### config.mk
export PLATFORM = sky130hd
export DESIGN_NAME = mac_seq_ctrl
export DESIGN_NICKNAME = d
export VERILOG_FILES = /design/src/rtl/mac_seq_ctrl.sv
export SDC_FILE = /design/constraint.sdc
export NUM_CORES = 1
export LEC_CHECK = 0
export BUFFER_PORTS_ARGS = -buffer_cell sky130_fd_sc_hd__buf_2
export CAP_MARGIN = 20
export CORE_ASPECT_RATIO = 0.8
export CORE_MARGIN = 3
export CORE_UTILIZATION = 25
export CTS_CLUSTER_DIAMETER = 150
export DETAILED_ROUTE_END_ITERATION = 10
export PLACE_DENSITY = 0.51
export SYNTH_ARGS = -nofsm -noshare
export SYNTH_HDL_FRONTEND = slang
export SYNTH_SLANG_ARGS = --single-unit
### constraint.sdc
create_clock -name clk -period 2.5 [get_ports clk]
set_input_delay 0.375 -clock clk [delete_from_list [all_inputs] [get_ports clk]]
set_output_delay 0.375 -clock clk [all_outputs]
set_load 0.005 [all_outputs]
### src/rtl/mac_seq_ctrl.sv
// Job sequencer for an 8x8->16 multiply-accumulate unit: clears the MAC, streams
// LEN operand pairs into it, drains one cycle, then reports a saturated dot product.
module mac_seq_ctrl #(
    parameter int DATA_W = 8,
    parameter int ACC_W  = 16,
    parameter int LEN_W  = 8
) (
    input  logic              clk,
    input  logic              reset,
    input  logic              start,
    input  logic [LEN_W-1:0]  len,
    input  logic              in_valid,
    output logic              in_ready,
    input  logic [DATA_W-1:0] in_a,
    input  logic [DATA_W-1:0] in_b,
    output logic              mac_clr,
    output logic [DATA_W-1:0] mac_a,
    output logic [DATA_W-1:0] mac_b,
    input  logic [ACC_W-1:0]  mac_sum,
    input  logic              mac_carry,
    output logic              busy,
    output logic              done,
    output logic [ACC_W-1:0]  result,
    output logic              ovf
);

    // Handshake: a pair transfers on any rising edge where in_valid && in_ready;
    // in_ready depends only on state and count, never on in_valid.
    typedef enum logic [2:0] {
        S_IDLE  = 3'd0,
        S_CLEAR = 3'd1,
        S_RUN   = 3'd2,
        S_DRAIN = 3'd3,
        S_DONE  = 3'd4
    } state_t;

    state_t             state_q, state_d;
    logic [LEN_W-1:0]   len_q, len_d;
    logic [LEN_W-1:0]   cnt_q, cnt_d;
    logic               sticky_q, sticky_d;
    logic               mac_clr_q, mac_clr_d;
    logic [DATA_W-1:0]  mac_a_q, mac_a_d;
    logic [DATA_W-1:0]  mac_b_q, mac_b_d;
    logic               done_q, done_d;
    logic [ACC_W-1:0]   result_q, result_d;
    logic               ovf_q, ovf_d;
    logic               ready;

    always_ff @(posedge clk) begin
        if (reset) begin
            state_q   <= S_IDLE;
            len_q     <= '0;
            cnt_q     <= '0;
            sticky_q  <= 1'b0;
            mac_clr_q <= 1'b1;
            mac_a_q   <= '0;
            mac_b_q   <= '0;
            done_q    <= 1'b0;
            result_q  <= '0;
            ovf_q     <= 1'b0;
        end else begin
            state_q   <= state_d;
            len_q     <= len_d;
            cnt_q     <= cnt_d;
            sticky_q  <= sticky_d;
            mac_clr_q <= mac_clr_d;
            mac_a_q   <= mac_a_d;
            mac_b_q   <= mac_b_d;
            done_q    <= done_d;
            result_q  <= result_d;
            ovf_q     <= ovf_d;
        end
    end

    always_comb begin
        state_d  = state_q;
        len_d    = len_q;
        cnt_d    = cnt_q;
        sticky_d = sticky_q;
        mac_a_d  = '0;
        mac_b_d  = '0;
        done_d   = 1'b0;
        result_d = result_q;
        ovf_d    = ovf_q;
        ready    = 1'b0;

        case (state_q)
            S_IDLE: begin
                if (start) begin
                    len_d    = len;
                    cnt_d    = '0;
                    sticky_d = 1'b0;
                    state_d  = S_CLEAR;
                end
            end
            S_CLEAR: begin
                state_d = S_RUN;
            end
            S_RUN: begin
                ready    = (cnt_q < len_q);
                sticky_d = sticky_q | mac_carry;
                if (ready && in_valid) begin
                    mac_a_d = in_a;
                    mac_b_d = in_b;
                    cnt_d   = cnt_q + 1'b1;
                end else if (cnt_q == len_q) begin
                    state_d = S_DRAIN;
                end
            end
            S_DRAIN: begin
                // The last pair lands in the MAC on this edge; its carry is seen here.
                sticky_d = sticky_q | mac_carry;
                result_d = sticky_d ? {ACC_W{1'b1}} : mac_sum;
                ovf_d    = sticky_d;
                done_d   = 1'b1;
                state_d  = S_DONE;
            end
            S_DONE: begin
                state_d = S_IDLE;
            end
            default: begin
                state_d = S_IDLE;
            end
        endcase

        // Clear is registered so the MAC zeroes on the edge leaving CLEAR.
        mac_clr_d = (state_d == S_CLEAR);
    end

    assign in_ready = ready;
    assign mac_clr  = mac_clr_q;
    assign mac_a    = mac_a_q;
    assign mac_b    = mac_b_q;
    assign busy     = (state_q != S_IDLE);
    assign done     = done_q;
    assign result   = result_q;
    assign ovf      = ovf_q;

endmodule
==> results.py, run 1 <==
metrics = {
    "global_routing": {
        "globalRouteTotalUtil_pct": 10.66,
        "grt_start_max_net_pins": 36,
        "number_of_antenna_violations_at_the_first_check_in_global_routing": 0,
        "grt_pass1_vias": 1817,
        "grt_pass1_wl_um": 8204,
        "globalRouteOverflowTotal": 0,
    },
    "finish": {
        "final_nets": 376,
        "insertedDiodeCount": 0,
        "most_frequent_standard_cell_in_the_layout_excluding_fill_and_tap_cells": "buf_2",
        "drive_above_1_share_pct": 30.03,
        "area_growth_from_synthesis_to_layout_pct": 29.30,
        "most-common-layout-cells": "81 x buf_2, 55 x dfxtp_1, 37 x nor2_1, 25 x nand2_1, 20 x nor3_1",
        "fillerInstances": 871,
        "final-instance-count-excl-fill": 431,
    },
    "placed_design": {
        "placement.io_buffers": 81,
        "place.detailed.hpwl_um": 3645,
        "placedCellCount": 423,
        "globalplace.congestion": 0.8393,
    },
    "sta": {
        "tcrit_tclk_final_pct": 90.86,
        "slew_headroom_pct": 55.13,
        "setup_tns_final_ns": 0,
        "report.final.slew_viol_count": 0,
        "tightestPinTransition_ns": 0.6731,
        "max_freq_mhz": 440.2,
        "report.final.setup_viol": 0,
        "timing_hold_violations_final": 0,
        "final_period_minus_worst_setup_slack_ns": 2.271,
        "rsz0062_at_grt": "no",
        "worst_clock_skew_ns": 0.01024,
    },
    "worst_setup_path": {
        "timing_worst_setup_path_type": "flip-flop to output pin",
        "setup.worst_path.start_class": "flip-flop",
        "timing.critical_path.arrival_ns": 1.90,
        "crit_path_top_delay_cell": "dfxtp_1",
        "timing.critical_path.cells": "ha_1, nor2b_1, o211ai_1, a21oi_4, nor3_1, buf_2",
        "critical-path-max-stage-delay_ns": 0.42,
        "worstPathRequired_ns": 2.12,
        "worst-path-max-fanout": 12,
        "crit_path_end_kind": "output pin",
    },
    "routing": {
        "vias_per_cell": 4.339,
        "drt_iter0_drc": 57,
        "route.final.wire_length_um": 4918,
        "num_vias": 1870,
        "wire_per_inst_um": 11.41,
        "drt_drc_violations_left": 0,
        "first_pass_detailed_route_iteration_total": 4,
        "drtAntennaViolNets": 0,
    },
    "pwr": {
        "p_clk_share_pct": 31.6,
        "ir_drop_uv": 230.5,
        "combinationalPowerShare_pct": 13.1,
        "cellPowerDensity_nw_per_um2": 615.5,
        "cell_internal_pwr_mw": 1.218,
        "power.share.sequential_pct": 55.3,
        "power_leakage_nw": 1.224,
        "p_switching_mw": 0.4678,
        "netSwitchingFraction_pct": 27.75,
    },
    "synth": {
        "ys_dominant_reg_cell": "dfxtp_1",
        "synth-edff-count": 0,
        "synthXorXnorAreaFrac_pct": 0.4135,
        "synth-simple-area-share_pct": 28.47,
        "netlist-cell-type-count": 30,
        "synth_top_family_by_area": "simple AND/OR/NAND/NOR gates",
        "ys.warnings.count": 0,
        "asyncSetResetFlopFracSynth_pct": 0,
        "synth.mux.area_fraction_pct": 0,
        "ys_seq_area_share_pct": 51.98,
        "avgSynthCellArea_sq_um": 8.646,
        "synthesis.instances": 245,
        "synth-compound-area-share_pct": 9.569,
        "synth.net_count": 299,
        "post_synth_instance_area_sq_um": 2118,
        "synth-seq-cells": 55,
        "post_synth_fa_ha_maj_area_fraction_pct": 5.316,
    },
    "floorplan": {
        "floorplan.die.width_um": 108.9,
        "dieArea_sq_um": 9620,
        "coreArea_sq_um": 8092,
        "std_cell_rows": 29,
        "chipHeight_um": 88.33,
        "start_util_pct": 26.18,
        "ios": 82,
    },
    "flow_run": {
        "drv.max_cap_violation_count": 0,
    },
    "clocking": {
        "cts_max_path_buffers": 2,
        "clock_sinks": 55,
        "numCtsBuffers": 5,
        "clock_latency_ns": 0.31,
        "cts_hold_buf": 0,
        "clock-root-buffer": "clkbuf_8",
        "cts_h_tree_depth": 2,
        "path_clk_slew_ns": 0.11,
        "cts_tree": "built",
    },
    "hold_path": {
        "hold_path_class": "primary input to flip-flop",
    },
    "run_status": {
        "outcome": "complete, no violations",
    },
}
-- layout make-up --
| cell class | instances | area, sq um | area share [%] |
|---|---|---|---|
| Clock buffer | 5 | 68.82 | 2.513 |
| Clock inverter | 3 | 33.78 | 1.233 |
| Inverter | 11 | 41.29 | 1.508 |
| Multi-Input combinational cell | 166 | 938.4 | 34.26 |
| Sequential cell | 55 | 1101 | 40.20 |
| Tap cell | 108 | 135.1 | 4.934 |
| Timing Repair Buffer | 83 | 420.4 | 15.35 |
-- layer usage --
metal	vias to the layer above	GRT usage, %	share of wire, %
met1	843	13.22	47
met4	0	3.096	1.1
met3	5	3.647	6.8
met5	-	0	0
met2	47	17.67	45
li1	975	-	-
-- power groups by stage --
stage,combinational (mW),sequential [mW],clock (mW)
after floorplan,0.126,0.951,0
after global placement,0.215,0.952,0
after detailed placement,0.219,0.952,0
after CTS,0.222,0.932,0.556
after global routing,0.259,0.937,0.587
final,0.221,0.931,0.533
-- cell families after synthesis --
kind of cell	after synthesis
AND/OR/NAND/NOR	121
flip-flops	55
AO/OA/AOI/OAI	35
buffers and inverters	24
adder cells (fa/ha/maj)	9
XOR/XNOR	1
-- synthesized netlist by cell type (all sizes together) (2+ instances only) --
cell / instances / area (sq um)
a21oi: 19 / 95.09
o21ai: 6 / 30.02
or3: 8 / 57.55
or4: 3 / 22.52
clkbuf: 13 / 48.80
o31ai: 4 / 30.03
o211ai: 2 / 15.01
nand4: 3 / 18.77
dfxtp: 55 / 1101
nand2: 25 / 93.84
nor3: 21 / 110.1
nor2: 37 / 138.9
ha: 9 / 112.6
and2: 18 / 112.6
inv: 11 / 41.29
-- final timing paths --
check                start       end  slack [ns]  cells after the start
setup / recovery  cnt_q[1]  in_ready        0.23                      6
hold / removal     in_b[6]  mac_b[6]        0.25                      2
setup reg to reg  len_q[7]  cnt_q[7]        0.25                      7
hold reg to reg   len_q[5]  len_q[5]        0.47                      2
-- stage by stage --
step	instance area [sq um]	hold WS, ns	setup WS (ns)	total power [mW]	utilization [%]
6_report	2739	0.2532	0.2286	1.686	33.85
5_1_grt	2739	0.2321	0.02748	1.783	33.85
4_1_cts	2731	0.2413	0.1864	1.710	33.76
3_5_place_dp	2625	0.4544	0.2759	1.171	32.44
3_3_place_gp	2625	0.4465	0.3552	1.167	32.44
2_1_floorplan	2118	0.4363	0.4864	1.077	-
-- sequential cells by signal, summed over array words and instances (netlist names) --
name      flops
cnt_q         8
mac_clr       1
len_q         8
sticky_q      1
mac_a         8
done          1
ovf           1
mac_b         8
result       16
state_q       3
-- critical path, delay by kind of cell, from the launching register on --
kind | cells | cell delay, ns
buffers and inverters | 1 | 0.15
DFF | 1 | 0.42
adders and majority gates | 1 | 0.27
AOI/OAI and AO/OA | 2 | 0.39
and+or+nand+nor | 2 | 0.35
-- what timing repair did --
item / 4_1_cts / 5_1_grt
endpoints found under the setup margin: 1 / 1
buffers inserted: 0 / 0
resized for setup: 1 / 1
(Power assumes the default switching activity.)
==> run 2, diff against run 1 <==
Settings changed: CTS_CLUSTER_SIZE from default to 24, REMOVE_ABC_BUFFERS from default to 1.
==> run 2 against run 1 <==
Sequential power barely moved. Final area rose by 0.73%. Global-route usage grew 0.15 points.
==> results.py, run 2 (synthesis gave the netlist of run 1 again) <==
metrics = {
    "run_status": {
        "outcome": "complete, no violations",
    },
    "flow_run": {
        "drv.max_cap_violation_count": 0,
    },
    "global_routing": {
        "grt_start_max_net_pins": 19,
        "globalRouteTotalUtil_pct": 10.81,
        "grt_pass1_vias": 1807,
        "globalRouteOverflowTotal": 0,
        "grt_pass1_wl_um": 8362,
        "number_of_antenna_violations_at_the_first_check_in_global_routing": 0,
    },
    "worst_setup_path": {
        "worst-path-max-fanout": 8,
        "timing.critical_path.arrival_ns": 1.90,
        "timing_worst_setup_path_type": "flip-flop to output pin",
        "critical-path-max-stage-delay_ns": 0.44,
        "timing.critical_path.cells": "ha_1, nor2b_1, o211ai_1, a21oi_2, nor3_1, buf_2",
        "crit_buf_inv": 1,
        "worstPathRequired_ns": 2.12,
        "crit_path_top_delay_cell": "dfxtp_1",
        "crit_path_end_kind": "output pin",
        "setup.worst_path.start_class": "flip-flop",
        "timing.critical_path.max_delay_family": "flip-flops",
    },
    "routing": {
        "num_vias": 1866,
        "first_pass_detailed_route_iteration_total": 4,
        "vias_per_cell": 4.309,
        "drt_iter0_drc": 74,
        "wire_per_inst_um": 11.56,
        "route.final.wire_length_um": 5007,
        "drt_drc_violations_left": 0,
        "drtAntennaViolNets": 0,
    },
    "placed_design": {
        "placement.io_buffers": 81,
        "globalplace.congestion": 0.7656,
        "place.detailed.hpwl_um": 3783,
        "placedCellCount": 425,
        "place_ws_ns": 0.2811,
    },
    "sta": {
        "worst_clock_skew_ns": 0.01064,
        "fin_worst_hold_slack_ns": 0.2552,
        "timing_hold_violations_final": 0,
        "setup_slack_ns": 0.2281,
        "slew_headroom_pct": 56.97,
        "report.final.setup_viol": 0,
        "setup_tns_final_ns": 0,
        "max_freq_mhz": 440.2,
        "tightestPinTransition_ns": 0.6454,
        "final_period_minus_worst_setup_slack_ns": 2.272,
        "rsz0062_at_grt": "no",
        "report.final.slew_viol_count": 0,
        "tcrit_tclk_final_pct": 90.88,
    },
    "clocking": {
        "clock_sinks": 55,
        "cts_max_path_buffers": 2,
        "path_clk_slew_ns": 0.10,
        "post_cts_resize_count": 0,
        "cts_hold_buf": 0,
        "postCtsSetupRepairBufs": 0,
        "numCtsBuffers": 5,
        "cts_h_tree_depth": 2,
        "cts_tree": "built",
        "clock-root-buffer": "clkbuf_8",
        "clock_latency_ns": 0.31,
    },
    "finish": {
        "post-route-util_pct": 34.10,
        "area_used_by_multi_input_combinational_logic_sq_um": 930.9,
        "area_growth_from_synthesis_to_layout_pct": 30.24,
        "most_frequent_standard_cell_in_the_layout_excluding_fill_and_tap_cells": "buf_2",
        "total_area_of_sequential_cells_sq_um": 1101,
        "fillerInstances": 855,
        "most-common-layout-cells": "81 x buf_2, 55 x dfxtp_1, 37 x nor2_1, 25 x nand2_1, 20 x nor3_1",
        "final_nets": 378,
        "insertedDiodeCount": 0,
        "largest_register_ff_count": 16,
        "drive_above_1_share_pct": 30.46,
        "final-instance-count-excl-fill": 433,
    },
    "floorplan": {
        "coreArea_sq_um": 8092,
        "ios": 82,
        "start_util_pct": 26.18,
        "dieArea_sq_um": 9620,
        "floorplan.die.width_um": 108.9,
        "chipHeight_um": 88.33,
        "std_cell_rows": 29,
    },
    "pwr": {
        "power_leakage_nw": 1.236,
        "combinationalPowerShare_pct": 12.7,
        "cellPowerDensity_nw_per_um2": 638.6,
        "netSwitchingFraction_pct": 25.70,
        "ir_drop_uv": 283.1,
        "p_switching_mw": 0.4528,
        "cell_internal_pwr_mw": 1.309,
        "p_clk_share_pct": 34.5,
        "power.share.sequential_pct": 52.9,
    },
    "hold_path": {
        "hold_path_class": "primary input to flip-flop",
    },
}
## run 2: changes by cell type in the layout (fill, tap and decap cells not counted)
cell	delta
a21oi_2	+1
bufinv_16	+1
a21oi_4	-1
clkinvlp_4	+1
clkinv_4	-1
clkinv_8	-1
buf_4	+2
## run 2: per-layer routing
| metal | part of all wire (%) | up-vias | track usage [%] |
|---|---|---|---|
| li1 | - | 977 | - |
| met2 | 42 | 51 | 17.17 |
| met1 | 50 | 836 | 14.48 |
| met3 | 7.4 | 2 | 3.793 |
| met5 | 0 | - | 0 |
| met4 | 0.38 | 0 | 1.720 |
## run 2: stage by stage
stage / instance area (sq um) / power, mW
after floorplan: 2069 / 1.063
after global placement: 2640 / 1.171
after detailed placement: 2640 / 1.174
after CTS: 2755 / 1.796
after global routing: 2759 / 1.868
final: 2759 / 1.762
## run 2: path summary, 6_finish.rpt
check        endpoint  slack, ns  cells after the start      from
max          in_ready       0.23                      6  cnt_q[1]
min          mac_b[1]       0.26                      2   in_b[1]
max reg2reg  cnt_q[7]       0.27                      7  len_q[7]
min reg2reg  len_q[1]       0.46                      2  len_q[1]
## run 2: power groups by stage
stage               Clock (mW)  Combinational, mW  Sequential, mW
floorplan                    0              0.111           0.951
global placement             0              0.220           0.951
detailed placement           0              0.223           0.952
CTS                      0.641              0.224           0.932
global route             0.673              0.257           0.937
finish                   0.607              0.223           0.931
## run 2: final cells by class
type                    count  share of cell area, %
clock inverters             3                  1.678
inverters                  11                  1.497
clock buffers               5                  2.494
repair buffers             85                  15.78
multi-input cells         166                  33.74
well taps                 108                  4.898
flip-flops and latches     55                  39.91
==> run 3, diff against run 2 <==
Settings changed: ABC_AREA from default to 1, CORE_UTILIZATION 25 to 49, PLACE_DENSITY 0.51 to 0.83.
==> run 3 against run 2 <==
Wire length is the same. Critical path depth grew 3. Critical endpoint unchanged. Clock skew is essentially flat. Global-route usage grew 7.2 points. Register-to-register slack gained 0.34 ns. Largest cell class unchanged. Sequential power shrank 1%. Non-clock buffer count shrank 1. Combinational power shrank 2%. Fmax grew 5.3%. Die area shrank 42%. Final cell count shrank 1.8%.
==> results.py, run 3 <==
metrics = {
    "run_status": {
        "outcome": "complete, no violations",
    },
    "finish": {
        "final_nets": 421,
        "total_area_of_sequential_cells_sq_um": 1101,
        "area_growth_from_synthesis_to_layout_pct": 23.70,
        "design_area_sq_um": 2880,
        "most_frequent_standard_cell_in_the_layout_excluding_fill_and_tap_cells": "buf_2",
        "fillerInstances": 377,
        "area_used_by_multi_input_combinational_logic_sq_um": 1015,
        "final-instance-count-excl-fill": 425,
        "drive_above_1_share_pct": 32.07,
        "largest_register_ff_count": 16,
        "most-common-layout-cells": "81 x buf_2, 55 x dfxtp_1, 37 x nor2_1, 35 x inv_1, 31 x nand2_1",
        "insertedDiodeCount": 0,
    },
    "pwr": {
        "cellPowerDensity_nw_per_um2": 600.2,
        "ir_drop_uv": 412.5,
        "power_leakage_nw": 1.403,
    },
    "global_routing": {
        "globalRouteOverflowTotal": 0,
        "number_of_antenna_violations_at_the_first_check_in_global_routing": 0,
        "grt_start_max_net_pins": 30,
        "globalRouteTotalUtil_pct": 18.05,
        "grt_pass1_wl_um": 8300,
        "grt_pass1_vias": 1960,
    },
    "routing": {
        "first_pass_detailed_route_iteration_total": 4,
        "drt_drc_violations_left": 0,
        "num_vias": 2049,
        "route.final.wire_length_um": 5007,
        "wire_per_inst_um": 11.78,
        "vias_per_cell": 4.821,
        "drt_iter0_drc": 78,
        "drtAntennaViolNets": 0,
    },
    "flow_run": {
        "drv.max_cap_violation_count": 0,
    },
    "floorplan": {
        "chipHeight_um": 67.66,
        "dieArea_sq_um": 5620,
        "start_util_pct": 53.07,
        "ios": 82,
        "coreArea_sq_um": 4388,
        "std_cell_rows": 21,
        "floorplan.die.width_um": 83.07,
    },
    "clocking": {
        "path_clk_slew_ns": 0.10,
        "post_cts_resize_count": 0,
        "cts_max_path_buffers": 2,
        "cts_hold_buf": 0,
        "postCtsSetupRepairBufs": 0,
        "cts_tree": "built",
        "clock_sinks": 55,
        "numCtsBuffers": 5,
        "cts_h_tree_depth": 2,
        "clock-root-buffer": "clkbuf_8",
        "clock_latency_ns": 0.31,
    },
    "synth": {
        "synthTopCellsByCount": "55 x dfxtp_1, 37 x nor2_1, 35 x inv_1",
        "ys_dominant_reg_cell": "dfxtp_1",
        "synth-seq-cells": 55,
        "avgSynthCellArea_sq_um": 8.113,
        "synth-edff-count": 0,
        "dominant_cell_type_by_area_after_synthesis": "dfxtp_1",
        "synth_top_cell_area_share_pct": 47.29,
        "synthesis.instances": 287,
        "ys.warnings.count": 0,
        "netlist-cell-type-count": 25,
        "post_synth_instance_area_sq_um": 2328,
        "synth_most_common_cell": "dfxtp_1",
        "ys_seq_area_share_pct": 47.29,
        "asyncSetResetFlopFracSynth_pct": 0,
        "ys_top_cells_by_area": "dfxtp_1 47%, nor2_1 6.0%, nor2_4 5.8%",
    },
    "placed_design": {
        "globalplace.congestion": 0.8241,
        "placedInstanceArea_sq_um": 2769,
        "place_ws_ns": 0.6104,
        "place.detailed.hpwl_um": 3650,
        "placement.io_buffers": 81,
        "placedCellCount": 417,
    },
    "worst_setup_path": {
        "timing.rr.end": "mac_b[0]",
        "timing.critical_path.arrival_ns": 1.78,
        "worstPathRequired_ns": 2.12,
        "rr_startpoint": "cnt_q[6]",
        "timing_worst_setup_path_type": "flip-flop to output pin",
        "setup.worst_path.start_class": "flip-flop",
        "timing.reg2reg.setup_slack_ns": 0.61,
        "rr_worst_depth": 10,
        "worst-path-max-fanout": 5,
        "crit_path_end_kind": "output pin",
    },
    "sta": {
        "report.final.setup_viol": 0,
        "setup_slack_ns": 0.3427,
        "final_period_minus_worst_setup_slack_ns": 2.157,
        "worst_clock_skew_ns": 0.01103,
        "timing_hold_violations_final": 0,
        "setup_tns_final_ns": 0,
        "tightestPinTransition_ns": 0.3784,
        "max_freq_mhz": 463.5,
        "tcrit_tclk_final_pct": 86.29,
        "report.final.slew_viol_count": 0,
        "slew_headroom_pct": 74.58,
        "fin_worst_hold_slack_ns": 0.2650,
        "rsz0062_at_grt": "no",
    },
    "hold_path": {
        "hold_path_class": "primary input to flip-flop",
        "hold_path.startpoint": "in_b[1]",
        "min_delay_worst_endpoint": "mac_b[1]",
        "worstHoldPathCells": 3,
    },
}
run 3: cells by family after synthesis:
group / share of synthesized area (%)
AOI/OAI and AO/OA: 10.75
xor gates and xnor gates: 0.7524
adders and majority gates: 4.836
buffers and inverters: 9.135
DFF: 47.29
and+or+nand+nor: 27.24
run 3: area by class of cell:
| cell class | count | share of cell area, % |
|---|---|---|
| repair buffers | 84 | 14.86 |
| clock buffers | 6 | 2.520 |
| inverters | 41 | 5.343 |
| flip-flops and latches | 55 | 38.23 |
| multi-input cells | 180 | 35.23 |
| clock inverters | 2 | 1.347 |
| well taps | 57 | 2.476 |
run 3: worst max-delay path: stages, from the launching register on:
cell and delay, ns:
dfxtp_1 0.42, ha_1 0.27, nand2_2 0.08, inv_2 0.04, a21oi_4 0.15, inv_2 0.04
a21oi_2 0.16, inv_2 0.06, nor2_4 0.11, buf_2 0.14
run 3: report_power, final:
part | switching (mW) | total [mW] | internal, mW | leakage (nW)
Clock | 0.286 | 0.589 | 0.303 | 0.0558
Combinational | 0.136 | 0.219 | 0.0830 | 0.901
Sequential | 0.0131 | 0.921 | 0.908 | 0.447
run 3: worst max-delay path by stage:
stage / startpoint / endpoint / slack (ns) / cells after the start
after detailed placement: cnt_q[6] / mac_b[0] / 0.61 / 10
after global placement: cnt_q[6] / mac_b[5] / 0.68 / 10
after global routing: len_q[5] / in_ready / 0.21 / 10
final: cnt_q[6] / in_ready / 0.34 / 9
after floorplan: len_q[7] / mac_b[0] / 0.76 / 11
after CTS: cnt_q[6] / in_ready / 0.33 / 9
run 3: metrics by stage:
step / util, % / power, mW
finish: 65.64 / 1.729
global route: 65.64 / 1.808
CTS: 65.64 / 1.741
detailed placement: 63.10 / 1.160
global placement: 63.10 / 1.152
floorplan: - / 1.068
run 3: metal layers:
metal / GRT usage [%] / vias to the layer above / part of all wire (%) / wire (um)
li1: - / 1071 / - / -
met1: 22.27 / 902 / 46 / 2291
met2: 30.00 / 74 / 45 / 2242
met3: 5.976 / 2 / 9.2 / 459
met4: 6.327 / 0 / 0.28 / 14
met5: 0 / - / 0 / 0
